**config.mk**
```make
export PLATFORM = sky130hd
export DESIGN_NAME = random_drawer_flat
export DESIGN_NICKNAME = d
export VERILOG_FILES = /design/src/rtl/generals_rand_pkg.sv /design/src/rtl/random_drawer_if.sv /design/src/rtl/random_drawer_seq_mod_unit.sv /design/src/rtl/random_drawer.sv /design/src/flat_wrapper.sv
export SDC_FILE = /design/constraint.sdc
export NUM_CORES = 1
export LEC_CHECK = 0
export BUFFER_PORTS_ARGS = -buffer_cell sky130_fd_sc_hd__buf_2
export CORE_ASPECT_RATIO = 1.75
export CORE_MARGIN = 5
export CORE_UTILIZATION = 40
export DETAILED_ROUTE_END_ITERATION = 16
export PLACE_DENSITY_LB_ADDON = 0.25
export SYNTH_ARGS = -nofsm -noshare
export SYNTH_HDL_FRONTEND = slang
export SYNTH_SLANG_ARGS = --single-unit
```
**constraint.sdc**
```tcl
create_clock -name clock -period 2.5 [get_ports clock]
set_clock_uncertainty 0.1 [all_clocks]
set_input_delay 0.125 -clock clock [delete_from_list [all_inputs] [get_ports clock]]
set_output_delay 0.125 -clock clock [all_outputs]
set_load 0.005 [all_outputs]
```
**src/rtl/generals_rand_pkg.sv**
```systemverilog
// Shared types and default widths for the random drawer and its reduction unit.
package generals_rand_pkg;
  localparam int SEED_WIDTH = 10;
  localparam int OUT_WIDTH  = 8;

  typedef enum logic [2:0] {
    IDLE,
    SAMPLE,
    REDUCE,
    CHECK,
    DONE
  } draw_state_t;
endpackage

```
**src/rtl/random_drawer_if.sv**
```systemverilog
// Request/candidate/result bundle between the drawer, its requester and the checker.
interface random_drawer_if #(
  parameter int SEED_WIDTH = generals_rand_pkg::SEED_WIDTH,
  parameter int OUT_WIDTH  = generals_rand_pkg::OUT_WIDTH
);
  import generals_rand_pkg::*;

  logic [SEED_WIDTH-1:0] seed_i;
  logic                  req_i;
  logic [OUT_WIDTH-1:0]  bound_i;
  logic                  busy_o;
  logic                  cand_valid_o;
  logic [OUT_WIDTH-1:0]  cand_o;
  logic                  cand_ok_i;
  logic                  cand_bad_i;
  logic                  done_o;
  logic                  fail_o;
  logic [OUT_WIDTH-1:0]  result_o;
  draw_state_t           dbg_state;

  // Handshake: req_i is taken only while busy_o is low; a candidate is
  // answered by cand_ok_i or cand_bad_i (bad wins) while cand_valid_o is high;
  // done_o pulses one cycle with fail_o qualifying it.
  modport master (
    output seed_i, req_i, bound_i, cand_ok_i, cand_bad_i,
    input  busy_o, cand_valid_o, cand_o, done_o, fail_o, result_o, dbg_state
  );

  modport slave (
    input  seed_i, req_i, bound_i, cand_ok_i, cand_bad_i,
    output busy_o, cand_valid_o, cand_o, done_o, fail_o, result_o, dbg_state
  );
endinterface

```
**src/rtl/random_drawer_seq_mod_unit.sv**
```systemverilog
// Bit-serial restoring remainder: dividend mod divisor, one dividend bit per cycle, MSB first.
module seq_mod_unit #(
  parameter int SEED_WIDTH = generals_rand_pkg::SEED_WIDTH,
  parameter int OUT_WIDTH  = generals_rand_pkg::OUT_WIDTH
) (
  input  logic                  clock,
  input  logic                  reset,
  input  logic                  start,
  input  logic [SEED_WIDTH-1:0] dividend,
  input  logic [OUT_WIDTH-1:0]  divisor,
  output logic                  done,
  output logic [OUT_WIDTH-1:0]  remainder
);
  localparam int CW = $clog2(SEED_WIDTH + 1);
  localparam logic [CW-1:0] LAST = CW'(SEED_WIDTH - 1);

  logic [SEED_WIDTH-1:0] sh_q, sh_d;
  logic [OUT_WIDTH:0]    rem_q, rem_d;
  logic [OUT_WIDTH:0]    trial, step;
  logic [CW-1:0]         cnt_q, cnt_d;
  logic                  run_q, run_d;

  always_comb begin
    trial     = {rem_q[OUT_WIDTH-1:0], sh_q[SEED_WIDTH-1]};
    step      = (trial >= {1'b0, divisor}) ? trial - {1'b0, divisor} : trial;
    sh_d      = sh_q;
    rem_d     = rem_q;
    cnt_d     = cnt_q;
    run_d     = run_q;
    done      = 1'b0;
    remainder = step[OUT_WIDTH-1:0];
    if (start) begin
      sh_d  = dividend;
      rem_d = '0;
      cnt_d = '0;
      run_d = 1'b1;
    end else if (run_q) begin
      rem_d = step;
      sh_d  = sh_q << 1;
      cnt_d = cnt_q + 1'b1;
      // done flags the final step so the caller can capture remainder on this edge
      if (cnt_q == LAST) begin
        run_d = 1'b0;
        done  = 1'b1;
      end
    end
  end

  always_ff @(posedge clock or posedge reset) begin
    if (reset) begin
      sh_q  <= '0;
      rem_q <= '0;
      cnt_q <= '0;
      run_q <= 1'b0;
    end else begin
      sh_q  <= sh_d;
      rem_q <= rem_d;
      cnt_q <= cnt_d;
      run_q <= run_d;
    end
  end
endmodule

```
**src/rtl/random_drawer.sv**
```systemverilog
// Draws seed mod bound from the live counter, offering each candidate to a checker with bounded retries.
module random_drawer #(
  parameter int SEED_WIDTH = generals_rand_pkg::SEED_WIDTH,
  parameter int OUT_WIDTH  = generals_rand_pkg::OUT_WIDTH,
  parameter int MAX_RETRY  = 15
) (
  input  logic            clock,
  input  logic            reset,
  random_drawer_if.slave  bus
);
  import generals_rand_pkg::*;

  draw_state_t          state_q, state_d;
  logic [OUT_WIDTH-1:0] bound_q, bound_d;
  logic [3:0]           retry_q, retry_d;
  logic [OUT_WIDTH-1:0] cand_q, cand_d;
  logic [OUT_WIDTH-1:0] result_q, result_d;
  logic                 busy_q, busy_d;
  logic                 cand_valid_q, cand_valid_d;
  logic                 done_q, done_d;
  logic                 fail_q, fail_d;
  logic                 sm_start, sm_done;
  logic [OUT_WIDTH-1:0] sm_rem;

  seq_mod_unit #(.SEED_WIDTH(SEED_WIDTH), .OUT_WIDTH(OUT_WIDTH)) u_mod (
    .clock     (clock),
    .reset     (reset),
    .start     (sm_start),
    .dividend  (bus.seed_i),
    .divisor   (bound_q),
    .done      (sm_done),
    .remainder (sm_rem)
  );

  always_comb begin
    state_d  = state_q;
    bound_d  = bound_q;
    retry_d  = retry_q;
    cand_d   = cand_q;
    result_d = result_q;
    fail_d   = 1'b0;
    sm_start = 1'b0;
    case (state_q)
      IDLE: begin
        if (bus.req_i) begin
          if (bus.bound_i != '0) begin
            bound_d = bus.bound_i;
            retry_d = '0;
            state_d = SAMPLE;
          end else begin
            fail_d  = 1'b1;
            state_d = DONE;
          end
        end
      end
      SAMPLE: begin
        sm_start = 1'b1;
        state_d  = REDUCE;
      end
      REDUCE: begin
        if (sm_done) begin
          cand_d  = sm_rem;
          state_d = CHECK;
        end
      end
      CHECK: begin
        // a rejection wins over a simultaneous accept
        if (bus.cand_bad_i) begin
          retry_d = retry_q + 4'd1;
          if (retry_d == 4'(MAX_RETRY)) begin
            fail_d  = 1'b1;
            state_d = DONE;
          end else begin
            state_d = SAMPLE;
          end
        end else if (bus.cand_ok_i) begin
          result_d = cand_q;
          state_d  = DONE;
        end
      end
      DONE:    state_d = IDLE;
      default: state_d = IDLE;
    endcase
    busy_d       = (state_d != IDLE);
    cand_valid_d = (state_d == CHECK);
    done_d       = (state_d == DONE);
  end

  always_ff @(posedge clock or posedge reset) begin
    if (reset) begin
      state_q      <= IDLE;
      bound_q      <= '0;
      retry_q      <= '0;
      cand_q       <= '0;
      result_q     <= '0;
      busy_q       <= 1'b0;
      cand_valid_q <= 1'b0;
      done_q       <= 1'b0;
      fail_q       <= 1'b0;
    end else begin
      state_q      <= state_d;
      bound_q      <= bound_d;
      retry_q      <= retry_d;
      cand_q       <= cand_d;
      result_q     <= result_d;
      busy_q       <= busy_d;
      cand_valid_q <= cand_valid_d;
      done_q       <= done_d;
      fail_q       <= fail_d;
    end
  end

  assign bus.busy_o       = busy_q;
  assign bus.cand_valid_o = cand_valid_q;
  assign bus.cand_o       = cand_q;
  assign bus.done_o       = done_q;
  assign bus.fail_o       = fail_q;
  assign bus.result_o     = result_q;
  assign bus.dbg_state    = state_q;
endmodule

```
**src/flat_wrapper.sv**
```systemverilog
// flat-port wrapper written by rule: the top's interface ports become plain ports
module random_drawer_flat import generals_rand_pkg::*;
#(
  parameter int SEED_WIDTH = generals_rand_pkg::SEED_WIDTH,
  parameter int OUT_WIDTH  = generals_rand_pkg::OUT_WIDTH,
  parameter int MAX_RETRY  = 15
)
  (clock, reset, bus_seed_i, bus_req_i, bus_bound_i, bus_cand_ok_i, bus_cand_bad_i, bus_busy_o, bus_cand_valid_o, bus_cand_o, bus_done_o, bus_fail_o, bus_result_o, bus_dbg_state);
  random_drawer_if #(.SEED_WIDTH(SEED_WIDTH), .OUT_WIDTH(OUT_WIDTH)) bus_i ();
  input  logic clock;
  input  logic reset;
  input wire logic [$bits(bus_i.seed_i)-1:0] bus_seed_i;
  input wire logic [$bits(bus_i.req_i)-1:0] bus_req_i;
  input wire logic [$bits(bus_i.bound_i)-1:0] bus_bound_i;
  input wire logic [$bits(bus_i.cand_ok_i)-1:0] bus_cand_ok_i;
  input wire logic [$bits(bus_i.cand_bad_i)-1:0] bus_cand_bad_i;
  output wire logic [$bits(bus_i.busy_o)-1:0] bus_busy_o;
  output wire logic [$bits(bus_i.cand_valid_o)-1:0] bus_cand_valid_o;
  output wire logic [$bits(bus_i.cand_o)-1:0] bus_cand_o;
  output wire logic [$bits(bus_i.done_o)-1:0] bus_done_o;
  output wire logic [$bits(bus_i.fail_o)-1:0] bus_fail_o;
  output wire logic [$bits(bus_i.result_o)-1:0] bus_result_o;
  output wire logic [$bits(bus_i.dbg_state)-1:0] bus_dbg_state;
  assign bus_i.seed_i = bus_seed_i;
  assign bus_i.req_i = bus_req_i;
  assign bus_i.bound_i = bus_bound_i;
  assign bus_i.cand_ok_i = bus_cand_ok_i;
  assign bus_i.cand_bad_i = bus_cand_bad_i;
  assign bus_busy_o = bus_i.busy_o;
  assign bus_cand_valid_o = bus_i.cand_valid_o;
  assign bus_cand_o = bus_i.cand_o;
  assign bus_done_o = bus_i.done_o;
  assign bus_fail_o = bus_i.fail_o;
  assign bus_result_o = bus_i.result_o;
  assign bus_dbg_state = bus_i.dbg_state;
  random_drawer #(.SEED_WIDTH(SEED_WIDTH), .OUT_WIDTH(OUT_WIDTH), .MAX_RETRY(MAX_RETRY)) u_core (.clock(clock), .reset(reset), .bus(bus_i));
endmodule
```
==> flow_metrics.env <==
export IMPL_outcome="finished clean"
export IMPL_swShare_pct=40.8
export IMPL_relSlewSlack_pct=50.5
export IMPL_avgSynthCellArea_um2=10.1
export IMPL_rsz0062_at_grt="false"
export IMPL_p_per_area_nw_per_um2=1430
export IMPL_intPower_mw=3.31
export IMPL_max_freq_mhz=417
export IMPL_die_area_um2=9810
export IMPL_crit_path_end_kind="flip-flop"
export IMPL_antenna_found_initial=0
export IMPL_htreeDepth=3
export IMPL_fin_cells=471
export IMPL_clkSinkCount=58
export IMPL_dp_cells=436
export IMPL_synth_common_cells="dfrtp_1 (58), o21ai_0 (39), nand2_1 (33)"
export IMPL_clockBufferDepth=2
export IMPL_n_antenna_cell=0
export IMPL_start_util_pct=41.3
export IMPL_synth_top_area_share_pct=46.1
export IMPL_hp_class="in2reg"
export IMPL_die_w_um=77.0
export IMPL_cp_max_fo=8
export IMPL_async_flop_share_pct=100
export IMPL_yosys_area_top_type="dfrtp_1"
export IMPL_fin_crit_ns=2.40
export IMPL_syn_nets=349
export IMPL_portBuffers=45
export IMPL_power_leakage_nw=1.86
export IMPL_drt_wl_total_mm=7.56
export IMPL_num_rows=42
export IMPL_drive_gt1_share_pct=24.3
export IMPL_cp_data_required_time_ns=2.64
export IMPL_ir_worst_vdd_mv=0.649
export IMPL_dp_hpwl_mm=5.48
export IMPL_drcViolationCount=0
export IMPL_setup_slack_ns=0.101
export IMPL_synth_most_common_cell="dfrtp_1"
export IMPL_synth_area_top_cells="dfrtp_1 (46%), o21ai_0 (6.2%), ha_1 (4.8%), nand2_1 (3.9%), mux2_2 (3.6%)"
export IMPL_first_global_vias=2635
export IMPL_area_delta_synth_final_pct=24.3
export IMPL_post_cts_buffers=0
export IMPL_io_pins=46
export IMPL_worst_skew_pair_late_latency_ns=0.32
export IMPL_dpl_worst_slack_ns=0.116
export IMPL_vias_per_cell=5.41
export IMPL_grt_use_total_pct=16.1
export IMPL_finalSetupViolCount=0
export IMPL_gp_congestion=0.928
export IMPL_drt_wirelength_per_cell_um=16.0
export IMPL_drt_pre_antenna_iters=4
export IMPL_coreArea_um2=7620
export IMPL_final_hold_violation_count=0
export IMPL_vias=2547
export IMPL_grt_max_degree=59
export IMPL_critPathLaunchType="flip-flop"
export IMPL_path_clk_slew_ns=0.05
export IMPL_p_sw_mw=2.28
export IMPL_fin_crit_sh_pct=96.0
export IMPL_syn_instance_count=313
export IMPL_yosysSeqAreaShare_pct=46.1
export IMPL_synth_ff_type="dfrtp_1"
export IMPL_grt_pass1_wl_mm=12.5
export IMPL_ys_seq_elements=58
export IMPL_cts_root_buf="clkbuf_16"
export IMPL_clkPwrFrac_pct=20.0
export IMPL_netlist_area_um2=3150
export IMPL_yosys_warnings=0
export IMPL_cp_arrival_ns=2.54
export IMPL_synth_distinct_cells=64
export IMPL_fin_tns_setup_ns=0
export IMPL_maxCapViolCount=0
export IMPL_slew_viol_final=0
export IMPL_grt_ovfl_total=0
export IMPL_cts_buffers=9
export IMPL_p_comb_share_pct=49.9
export IMPL_nFillCells=693
export IMPL_worstMarginPinSlew_ns=0.743
export IMPL_criticalPathCategory="reg2reg"
export IMPL_fp_dieH_um=127
export IMPL_drt_iter0_markers=123
export IMPL_synth_edf_count=0
export IMPL_seqPwrFrac_pct=30.1
export IMPL_fin_nets=415
export IMPL_antenna_left=0
export IMPL_cts_tree="done"
## per-layer routing
| metal | part of all wire, % | wire length [um] | GRT usage [%] |
|---|---|---|---|
| met1 | 39 | 2920 | 16.4 |
| met2 | 54 | 4080 | 29.9 |
| met4 | 3.2 | 238 | 7.89 |
| met3 | 4.2 | 318 | 3.87 |
| met5 | 0 | 0 | 0 |
## registers in the layout (all words and copies together), names as in the netlist
| register | cells |
|---|---|
| u_core.bus.dbg_state | 3 |
| u_core.u_mod.run_q | 1 |
| u_core.bus.fail_o | 1 |
| u_core.bus.result_o | 8 |
| u_core.u_mod.cnt_q | 4 |
| u_core.u_mod.rem_q | 8 |
| u_core.bus.busy_o | 1 |
| u_core.bound_q | 8 |
| u_core.bus.done_o | 1 |
| u_core.u_mod.sh_q | 10 |
| u_core.retry_q | 4 |
| u_core.bus.cand_o | 8 |
| u_core.bus.cand_valid_o | 1 |
## final timing paths
path / from / end / slack [ns] / cells past startpoint
max: u_core.u_mod.rem_q[3] / u_core.bus.cand_o[7] / 0.10 / 6
min: bus_cand_ok_i / u_core.bus.dbg_state[1] / 0.11 / 3
max reg2reg: u_core.u_mod.rem_q[3] / u_core.bus.cand_o[7] / 0.10 / 6
min reg2reg: u_core.bus.result_o[3] / u_core.bus.result_o[3] / 0.40 / 1
max in group asynchronous: reset / u_core.bound_q[7] / 1.35 / 4
min in group asynchronous: reset / u_core.bus.result_o[1] / 0.46 / 4
## worst max-delay path, stage by stage, from the launching register on
cell,delay (ns)
dfrtp_1,0.42
ha_1,0.44
a211o_1,0.35
a21oi_2,0.19
a21boi_0,0.25
mux2_2,0.39
o21ai_0,0.18
## layout make-up
class | instances | area [um2] | area share, %
Multi-Input combinational cell | 223 | 1550 | 39.5
Sequential cell | 58 | 1450 | 37.1
Timing Repair Buffer | 71 | 470 | 12.0
Clock buffer | 13 | 260 | 6.66
Tap cell | 88 | 110 | 2.82
Inverter | 16 | 60.1 | 1.54
Clock inverter | 2 | 12.5 | 0.320
## placed cells by master (no fill, tap or decap), types with 3 or more instances in the layout
master and n:
dfrtp_1 58, buf_2 45, o21ai_0 39, nand2_1 33, dlygate4sd3_1 20, nor2_1 17, inv_1 15, a31oi_1 14
ha_1 12, mux2_2 10, mux2i_1 9, clkbuf_16 9, nand3_1 8, buf_4 6, nor3_1 5, xor2_1 5
nand3b_1 5, nor2b_1 3, nand4_1 3, a21oi_1 3
## stage by stage
| stage | hold WS [ns] | util, % | area, um2 | power (mW) |
|---|---|---|---|---|
| floorplan | 0.130 | - | 3150 | 3.76 |
| global placement | 0.229 | 45.1 | 3440 | 4.40 |
| detailed placement | 0.236 | 45.1 | 3440 | 4.46 |
| CTS | 0.115 | 51.3 | 3910 | 5.62 |
| global route | 0.142 | 51.3 | 3910 | 6.01 |
| finish | 0.114 | 51.3 | 3910 | 5.59 |
## kinds of logic (layout without fill, tap and decap cells)
kind of cell / count (synthesis) / in the layout / share of synthesized area (%)
AND/OR/NAND/NOR: 101 / 101 / 17.9
AO/OA/AOI/OAI: 84 / 84 / 17.5
flip-flops: 58 / 58 / 46.1
buffers and inverters: 32 / 102 / 4.97
multiplexers: 19 / 19 / 6.44
adder cells (fa/ha/maj): 13 / 13 / 5.41
XOR/XNOR: 6 / 6 / 1.67
## power groups by stage
stage	combinational, mW	sequential [mW]	clock [mW]
6_report	2.79	1.68	1.12
5_1_grt	3.09	1.74	1.17
4_1_cts	2.80	1.69	1.13
3_5_place_dp	2.76	1.70	0
3_3_place_gp	2.72	1.68	0
2_1_floorplan	2.16	1.59	0
## what timing repair did
action | in CTS | in global routing
endpoints found under the setup margin | 0 | 1
endpoints found under the hold margin | 77 | 0
hold buffers | 20 | 0
gates resized for setup | 0 | 0
Note: power is estimated with default switching activity, not from simulation.
